==> src/rtl/kbd_pkg.sv <==
// kbd_pkg: shared constants and state type for the BK keyboard controller
package kbd_pkg;
  localparam logic [15:0] ADDR_CSR = 16'o177660;
  localparam logic [15:0] ADDR_DATA = 16'o177662;
  localparam int RDY_BIT = 7;
  localparam int IE_N_BIT = 6;
  localparam int OVF_CLR_BIT = 0;
  localparam logic [8:0] VEC_KEY_DEF = 9'o060;
  localparam logic [8:0] VEC_AR2_DEF = 9'o274;
  typedef enum logic [1:0] {IDLE, REQ, SERVED} state_e;
endpackage

==> src/rtl/kbd_fifo.sv <==
// kbd_fifo: ring-buffer FIFO that keeps one slot free, so it holds DEPTH-1 entries
module kbd_fifo #(
  parameter int DEPTH = 4,
  parameter int W = 8
) (
  input  logic         clk_sys,
  input  logic         reset,
  input  logic         push,
  input  logic         pop,
  input  logic [W-1:0] din,
  output logic [W-1:0] dout,
  output logic         full,
  output logic         empty
);
  localparam int AW = $clog2(DEPTH);
  logic [W-1:0] mem_q [DEPTH];
  logic [AW-1:0] wp_q, rp_q;
  logic do_push, do_pop;
  assign empty = wp_q == rp_q;
  assign full = (wp_q + AW'(1)) == rp_q;
  // the spare slot lets a push land even when full, as long as a pop frees one
  assign do_push = push & (~full | pop);
  assign do_pop = pop & ~empty;
  assign dout = mem_q[rp_q];
  always_ff @(posedge clk_sys) begin
    if (reset) begin
      wp_q <= '0;
      rp_q <= '0;
    end else begin
      if (do_push) begin
        mem_q[wp_q] <= din;
        wp_q <= wp_q + AW'(1);
      end
      if (do_pop) rp_q <= rp_q + AW'(1);
    end
  end
endmodule

==> src/rtl/kbd_ctrl.sv <==
// kbd_ctrl: BK keyboard CSR/DATA register pair with type-ahead buffer and vectored interrupt
module kbd_ctrl
  import kbd_pkg::*;
#(
  parameter int FIFO_DEPTH = 4,
  parameter logic [8:0] VEC_KEY = VEC_KEY_DEF,
  parameter logic [8:0] VEC_AR2 = VEC_AR2_DEF
) (
  input  logic        clk_sys,
  input  logic        reset,
  input  logic        key_stb,
  input  logic [6:0]  key_code,
  input  logic        key_ar2,
  input  logic        key_down,
  input  logic        bus_csr_sel,
  input  logic        bus_data_sel,
  input  logic        bus_rd,
  input  logic        bus_wr,
  input  logic [15:0] bus_din,
  output logic [15:0] bus_dout,
  output logic        irq,
  output logic [8:0]  irq_vec,
  input  logic        irq_ack,
  output logic        key_held_n,
  output logic        ovf
);
  logic rdy_q, rdy_d, ie_n_q, ie_n_d, ar2_q, ovf_q, ovf_d, held_n_q;
  logic [6:0] data_q;
  state_e state_q, state_d;
  logic push, pop, full, empty, csr_wr, data_rd, rd_clr;
  logic [7:0] head;
  logic [15:0] csr;
  wire unused = ^{bus_din, bus_data_sel & bus_wr};
  assign push = key_stb & |key_code;
  assign pop = ~rdy_q & ~empty;
  assign csr_wr = bus_csr_sel & bus_wr;
  assign data_rd = bus_data_sel & bus_rd & ~bus_csr_sel;
  assign rd_clr = data_rd & rdy_q;
  assign rdy_d = pop ? 1'b1 : rd_clr ? 1'b0 : rdy_q;
  assign ie_n_d = csr_wr ? bus_din[IE_N_BIT] : ie_n_q;
  assign ovf_d = (push & full & ~pop) | (ovf_q & ~(csr_wr & bus_din[OVF_CLR_BIT]));
  kbd_fifo #(.DEPTH(FIFO_DEPTH), .W(8)) u_fifo (
    .clk_sys(clk_sys),
    .reset(reset),
    .push(push),
    .pop(pop),
    .din({key_ar2, key_code}),
    .dout(head),
    .full(full),
    .empty(empty)
  );
  // next-state uses ie_n_d so a CSR write takes effect on the same edge
  always_comb begin
    state_d = state_q;
    unique case (state_q)
      IDLE: if (rdy_q & ~ie_n_d & ~rd_clr) state_d = REQ;
      REQ: state_d = irq_ack ? SERVED : (ie_n_d | rd_clr) ? IDLE : REQ;
      SERVED: if (~rdy_q) state_d = IDLE;
      default: state_d = IDLE;
    endcase
  end
  always_ff @(posedge clk_sys) begin
    if (reset) begin
      rdy_q <= 1'b0;
      ie_n_q <= 1'b0;
      ar2_q <= 1'b0;
      data_q <= '0;
      ovf_q <= 1'b0;
      held_n_q <= 1'b1;
      state_q <= IDLE;
    end else begin
      rdy_q <= rdy_d;
      ie_n_q <= ie_n_d;
      ovf_q <= ovf_d;
      held_n_q <= ~key_down;
      state_q <= state_d;
      if (pop) {ar2_q, data_q} <= head;
    end
  end
  always_comb begin
    csr = '0;
    csr[RDY_BIT] = rdy_q;
    csr[IE_N_BIT] = ie_n_q;
  end
  assign bus_dout = bus_csr_sel ? csr : bus_data_sel ? {9'b0, data_q} : '0;
  assign irq = state_q == REQ;
  assign irq_vec = ar2_q ? VEC_AR2 : VEC_KEY;
  assign key_held_n = held_n_q;
  assign ovf = ovf_q;
endmodule

==> config.mk <==
export PLATFORM = sky130hd
export DESIGN_NAME = kbd_ctrl
export DESIGN_NICKNAME = d
export VERILOG_FILES = /design/src/rtl/kbd_pkg.sv /design/src/rtl/kbd_fifo.sv /design/src/rtl/kbd_ctrl.sv
export SDC_FILE = /design/constraint.sdc
export NUM_CORES = 1
export LEC_CHECK = 0
export BUFFER_PORTS_ARGS = -buffer_cell sky130_fd_sc_hd__buf_2
export CAP_MARGIN = 20
export CORE_MARGIN = 2
export CORE_UTILIZATION = 46
export DETAILED_ROUTE_END_ITERATION = 10
export GPL_ROUTABILITY_DRIVEN = 1
export PLACE_DENSITY = 0.73
export SETUP_SLACK_MARGIN = 0.1
export SLEW_MARGIN = 20
export SYNTH_ARGS = -nofsm -noshare
export SYNTH_HDL_FRONTEND = slang
export SYNTH_SLANG_ARGS = --single-unit
==> constraint.sdc <==
create_clock -name clk_sys -period 2.2 [get_ports clk_sys]
set_input_delay 0.33 -clock clk_sys [delete_from_list [all_inputs] [get_ports clk_sys]]
set_output_delay 0.33 -clock clk_sys [all_outputs]
set_load 0.05 [all_outputs]
# After elaboration in Yosys (flattened, before gate mapping)

Memory sizes are Yosys's and may differ from the RTL's. A register that Yosys moved wholly into a read port is not among the register bits.
Cells that the tools add are included.

Register bits: 10
RAM bits: 32
Input bits: 33
Output and inout port bits: 28
Word-level logic and storage cells: 60
Memories: 1

Memory list:

| memory       | depth | width | rd ports | clocked after Yosys merged registers in | write ports | line           | source |
|---|---|---|---|---|---|---|---|
| u_fifo.mem_q | 4     | 8     | 1        | 1                                       | 1           | kbd_fifo.sv:16 | `logic [W-1:0] mem_q [DEPTH];` |

Add/sub/neg operators: 2
Equality and inequality tests: 6
Mux-type cells: 14
Bitwise gates (word level): 26
Reduce and logical (&&, ||, !) cells: 4

Operators with widths:

| operator                                             | number |
|---|---|
| two-way mux 8 bit                                    | 2 |
| bitwise AND 1 bit                                    | 14 |
| inverter 1 bit                                       | 9 |
| two-way mux 1 bit                                    | 7 |
| two-way mux 7 bit                                    | 1 |
| OR reduction 7 bit                                   | 1 |
| two-way mux 2 bit                                    | 3 |
| one-hot mux 2 bit (3 select lines)                   | 1 |
| adder 2 x 1 -> 2 bit (second input constant)         | 2 |
| equality test 2 bit                                  | 2 |
| inequality test 2 bit (second input constant)        | 2 |
| bitwise OR 1 bit                                     | 3 |
| equality test 2 x 1 -> 1 bit (second input constant) | 1 |
| equality test 2 bit (second input constant)          | 1 |
| zero test 2 bit                                      | 1 |
| AND reduction 2 bit                                  | 1 |
| nonzero test 2 bit                                   | 1 |

# Longest topological paths before layout

Depth in word-level cells: 8
Depth in mapped cells: 6
Depth with buffers taken out: 6

# By module

A second synthesis with hierarchy kept.

Cell total of the unflattened synthesis: 180
Area total of the unflattened synthesis: 2307.2 sq um

Modules (own cells, without submodules):

| module   | times used | cells an instance | area each (sq um) | seq. area each (sq um) |
|---|---|---|---|---|
| kbd_fifo | 1          | 86                | 1555.2            | 1081.0 |
| kbd_ctrl | 1          | 94                | 752.0             | 280.3 |

# Least setup slack after synthesis

OpenSTA, ideal clock, no wires.

Path kind: reg2reg
Start: reg u_fifo.wp_q[0]
End: mem u_fifo.mem_q[3][0] (enable)
Setup time: 0.383 ns
Arrival time: 1.783 ns
Data required time: 1.817 ns
Slack: 0.034 ns
Stages on the path, launching flop included: 6
Buffers on the path: 0
Clock period less this slack: 2.166 ns
Cell sequence: dfxtp_1 > inv_1 > ha_1 > xnor2_1 > and3_1 > nor3_1

Cells in the longest elaborated chain, start to end: 8
Elaborated cells on any way between the ends: 11
Those cells by class: 1 x add/sub; 2 x eq/ne; 3 x mux; 5 x bitwise

Ends and longest elaborated chain:

| element                                                     | line                           | source |
|---|---|---|
| from (decl)                                                 | kbd_fifo.sv:17                 | `logic [AW-1:0] wp_q, rp_q;` |
| from (signal assigned)                                      | kbd_fifo.sv:32                 | `wp_q <= wp_q + AW'(1);` |
| adder 2 x 1 -> 2 bit or equality test 2 bit (tied branches) | kbd_fifo.sv:20, kbd_fifo.sv:19 |  |
| equality test 2 bit or inverter 1 bit (tied branches)       | kbd_fifo.sv:20, kbd_ctrl.sv:35 |  |
| inverter 1 bit or bitwise AND 1 bit (tied branches)         | kbd_fifo.sv:22, kbd_ctrl.sv:35 |  |
| bitwise OR 1 bit                                            | kbd_fifo.sv:22                 | `assign do_push = push & (~full \| pop);` |
| bitwise AND 1 bit                                           | kbd_fifo.sv:22                 |  |
| two-way mux 1 bit                                           | kbd_fifo.sv:30                 | `if (do_push) begin` |
| two-way mux 1 bit                                           | kbd_fifo.sv:26                 | `if (reset) begin` |
| two-way mux 1 bit (not written as such)                     | kbd_fifo.sv:31                 | `mem_q[wp_q] <= din;` |
| to (decl)                                                   | kbd_fifo.sv:16                 |  |

Parallel ways exist; a longest one is shown, timed or not.

# Final worst setup path

Start: reg u_fifo.wp_q[0]
End: mem u_fifo.mem_q[0][6] (enable)

Same word-level chain as after synthesis.

==> out/qor.tcl <==
set qor(run_status) {finished, final reports clean}
set qor(start_util_pct) 47.4
set qor(buffer_ports.inserted) 32
set qor(wl_um) 3720
set qor(detailedRoute.firstPassIterationCount) 4
set qor(synth.yosys.warnings) 0
set qor(h_tree_depth_reported_by_cts) 2
set qor(drcViolationCount) 0
set qor(post_synth_inst_count) 162
set qor(timing.hold.worst.class) {input pin to flip-flop}
set qor(clk-insertion-delay-late_ns) 0.31
set qor(synth_edf_count) 32
set qor(cts-root-buf) {sky130_fd_sc_hd__clkbuf_8}
set qor(ff_latch_area_um2) 1320
set qor(fp.coreArea_um2) 4660
set qor(place_hpwl_um) 2530
set qor(cts_buffers) 5
set qor(fin_tns_setup_ns) 0
set qor(grt_antenna_before_repair) 0
set qor(cts-hold-fix-buffers) 0
set qor(setup.reg_to_reg.worst_slack_ns) 0.16
set qor(fillers) 375
set qor(worst_setup_ep_type) {flip-flop}
set qor(post_synth_instance_area_um2) 2210
set qor(finish.cell_count_without_fillers) 253
set qor(setup_repair_after_global_routing_missed_its_margin) {true}
set qor(wire_length_of_the_first_global_routing_pass_um) 5690
set qor(max_cap_violations) 0
set qor(fmax_mhz) 490
set qor(vias) 1239
set qor(cp_data_required_time_ns) 2.22
set qor(via_per_inst) 4.90
set qor(setup_viol_count_final) 0
set qor(post-place-cells) 245
set qor(diodes) 0
set qor(max-slew-margin-rel_pct) 51.9
set qor(layout_common_cells) {sky130_fd_sc_hd__buf_2 (32), sky130_fd_sc_hd__edfxtp_1 (32), sky130_fd_sc_hd__dfxtp_1 (18)}
set qor(async_reset_ff_share_pct) 0
set qor(gp_congestion) 0.712
set qor(drive_gt1_share_pct) 32.7
set qor(timing_worst_setup_path_type) {flip-flop to flip-flop}
set qor(gr-total-overflow) 0
set qor(worst-path-max-fanout) 8
set qor(post_cts.repair.setup_buffers) 0
set qor(synth.top_cells.by_area) {sky130_fd_sc_hd__edfxtp_1 (44%), sky130_fd_sc_hd__dfxtp_1 (16%), sky130_fd_sc_hd__mux4_2 (8.2%), sky130_fd_sc_hd__buf_4 (5.8%), sky130_fd_sc_hd__mux2i_1 (5.4%)}
set qor(pin_count_of_the_biggest_net_entering_global_routing) 23
set qor(cts_tree) {built}
set qor(drtIter0Drc) 53
set qor(period_minus_slack_ns) 2.04
set qor(wire_per_inst_um) 14.7
set qor(final_antenna_net_count) 0
set qor(synth.largest_area_cell) {sky130_fd_sc_hd__edfxtp_1}
set qor(die_area_um2) 5370
set qor(multiInputGateArea_um2) 793
set qor(critical_path_source) {u_fifo.wp_q[0]}
set qor(timing_worst_slew_pin_value_ns) 0.718
set qor(total_leakage_power_nw) 1.02
set qor(cts_num_sinks) 50
set qor(via_count_of_the_first_global_routing_pass) 1128
set qor(synthDistinctLibCells) 31
set qor(ir_worst_vdd_uv) 363
set qor(hold_violations) 0
set qor(critical_path.reg2reg.endpoint) {u_fifo.mem_q[0][6]}
set qor(synth-main-ff-cell) {sky130_fd_sc_hd__edfxtp_1}
set qor(cts.clk_slew.worst_paths_ns) 0.09
set qor(net_count_reported_at_finish) 235
set qor(syn_area_per_cell_um2) 13.6
set qor(placement_rows) 25
set qor(power_density_nw_per_um2) 1100
set qor(worstSetupEndpoint) {u_fifo.mem_q[0][6]}
set qor(post-route-period-util_pct) 92.7
set qor(r2r.worst_path.cells) 6
set qor(chipWidth_um) 73.3
set qor(grt_use_total_pct) 14.9
set qor(critical_path_arrival_ns) 2.06
set qor(dieHeight_um) 73.3
set qor(fraction_of_synthesized_cell_area_taken_by_the_top_area_cell_type_pct) 43.5
set qor(setup_skew_ns) 0.00499
set qor(reg2reg_from) {u_fifo.wp_q[0]}
set qor(seq_area_frac_synth_pct) 59.9
set qor(cts.path.max_buffers) 2
set qor(finalMaxSlewViolations) 0
set qor(crit_path_start_kind) {flip-flop}
set qor(area_growth_pct) 14.1
set qor(design.portCount) 61
set qor(synth.ff_latch_count) 50
==> flip-flops by register name, summed over array words and instances, names as in the netlist <==
register	count
u_fifo.mem_q	32
key_held_n	1
ie_n_q	1
u_fifo.wp_q	2
data_q	7
state_q	2
rdy_q	1
u_fifo.rp_q	2
ar2_q	1
ovf	1
==> repair_timing <==
action / 4_1_cts / 5_1_grt
gates resized for setup: 3 / 1
pin swaps: 0 / 0
setup endpoints to repair: 24 / 32
==> routing by layer <==
| metal | wire length, µm | up-vias | GRT usage [%] | share of wire, % |
|---|---|---|---|---|
| met5 | 0 | - | 0 | 0 |
| li1 | - | 612 | - | - |
| met4 | 59 | 0 | 6.17 | 1.6 |
| met1 | 1700 | 582 | 19.3 | 46 |
| met2 | 1780 | 38 | 23.2 | 48 |
| met3 | 182 | 7 | 4.53 | 4.9 |
==> worst min-delay path by stage <==
stage	startpoint	to	slack, ns	cells after the start
floorplan	key_down	key_held_n	0.40	1
global placement	state_q[1]	state_q[0]	0.44	1
detailed placement	state_q[1]	state_q[0]	0.45	1
CTS	key_down	key_held_n	0.17	2
global route	key_down	key_held_n	0.17	2
finish	key_down	key_held_n	0.18	2
==> layout make-up <==
type                    instances  area share (%)
inverters                       2           0.298
well taps                      54            2.68
clock buffers                   5            2.73
repair buffers                 39            8.45
multi-input cells             100            31.5
clock inverters                 3            1.89
flip-flops and latches         50            52.5
==> Yosys cell counts, drive strengths merged (3+ instances only) <==
master / n
dfxtp: 18
nor2: 16
nand2b: 3
mux4: 8
edfxtp: 32
mux2i: 12
nand2: 8
buf: 21
nor2b: 3
and2: 10
a21oi: 3
ha: 4
==> metrics by stage <==
| stage | util, % | power, mW | cell area, µm² | worst slack [ns] | hold slack (ns) |
|---|---|---|---|---|---|
| finish | 54.0 | 2.76 | 2520 | 0.160 | 0.178 |
| global route | 54.0 | 2.92 | 2520 | 0.0276 | 0.170 |
| CTS | 54.0 | 2.78 | 2520 | 0.0952 | 0.172 |
| detailed placement | 51.3 | 2.10 | 2390 | 0.0583 | 0.450 |
| global placement | 51.3 | 2.08 | 2390 | 0.0620 | 0.439 |
| floorplan | - | 1.96 | 2260 | 0.144 | 0.404 |
==> cell families after synthesis <==
kind of cell / Yosys count / synth area share (%)
other: 2 / 0.340
adders and majority gates: 4 / 2.27
DFF: 50 / 59.9
AOI/OAI and AO/OA: 6 / 1.59
muxes: 21 / 14.3
xor gates and xnor gates: 4 / 1.59
buffers and inverters: 24 / 7.09
and+or+nand+nor: 51 / 13.0
==> power breakdown <==
part	switching, mW	internal, mW	total, mW
logic	0.537	0.356	0.893
registers	0.0675	1.12	1.19
clock network	0.329	0.347	0.676
total	0.934	1.83	2.76
==> critical path, cell delays in order, from the launching register on <==
cell,delay (ns)
sky130_fd_sc_hd__dfxtp_1,0.34
sky130_fd_sc_hd__inv_1,0.06
sky130_fd_sc_hd__ha_1,0.32
sky130_fd_sc_hd__xnor2_1,0.13
sky130_fd_sc_hd__and3_1,0.20
sky130_fd_sc_hd__nor4b_2,0.40
sky130_fd_sc_hd__and2_4,0.30
No activity file was read; power rests on OpenSTA's default activity.
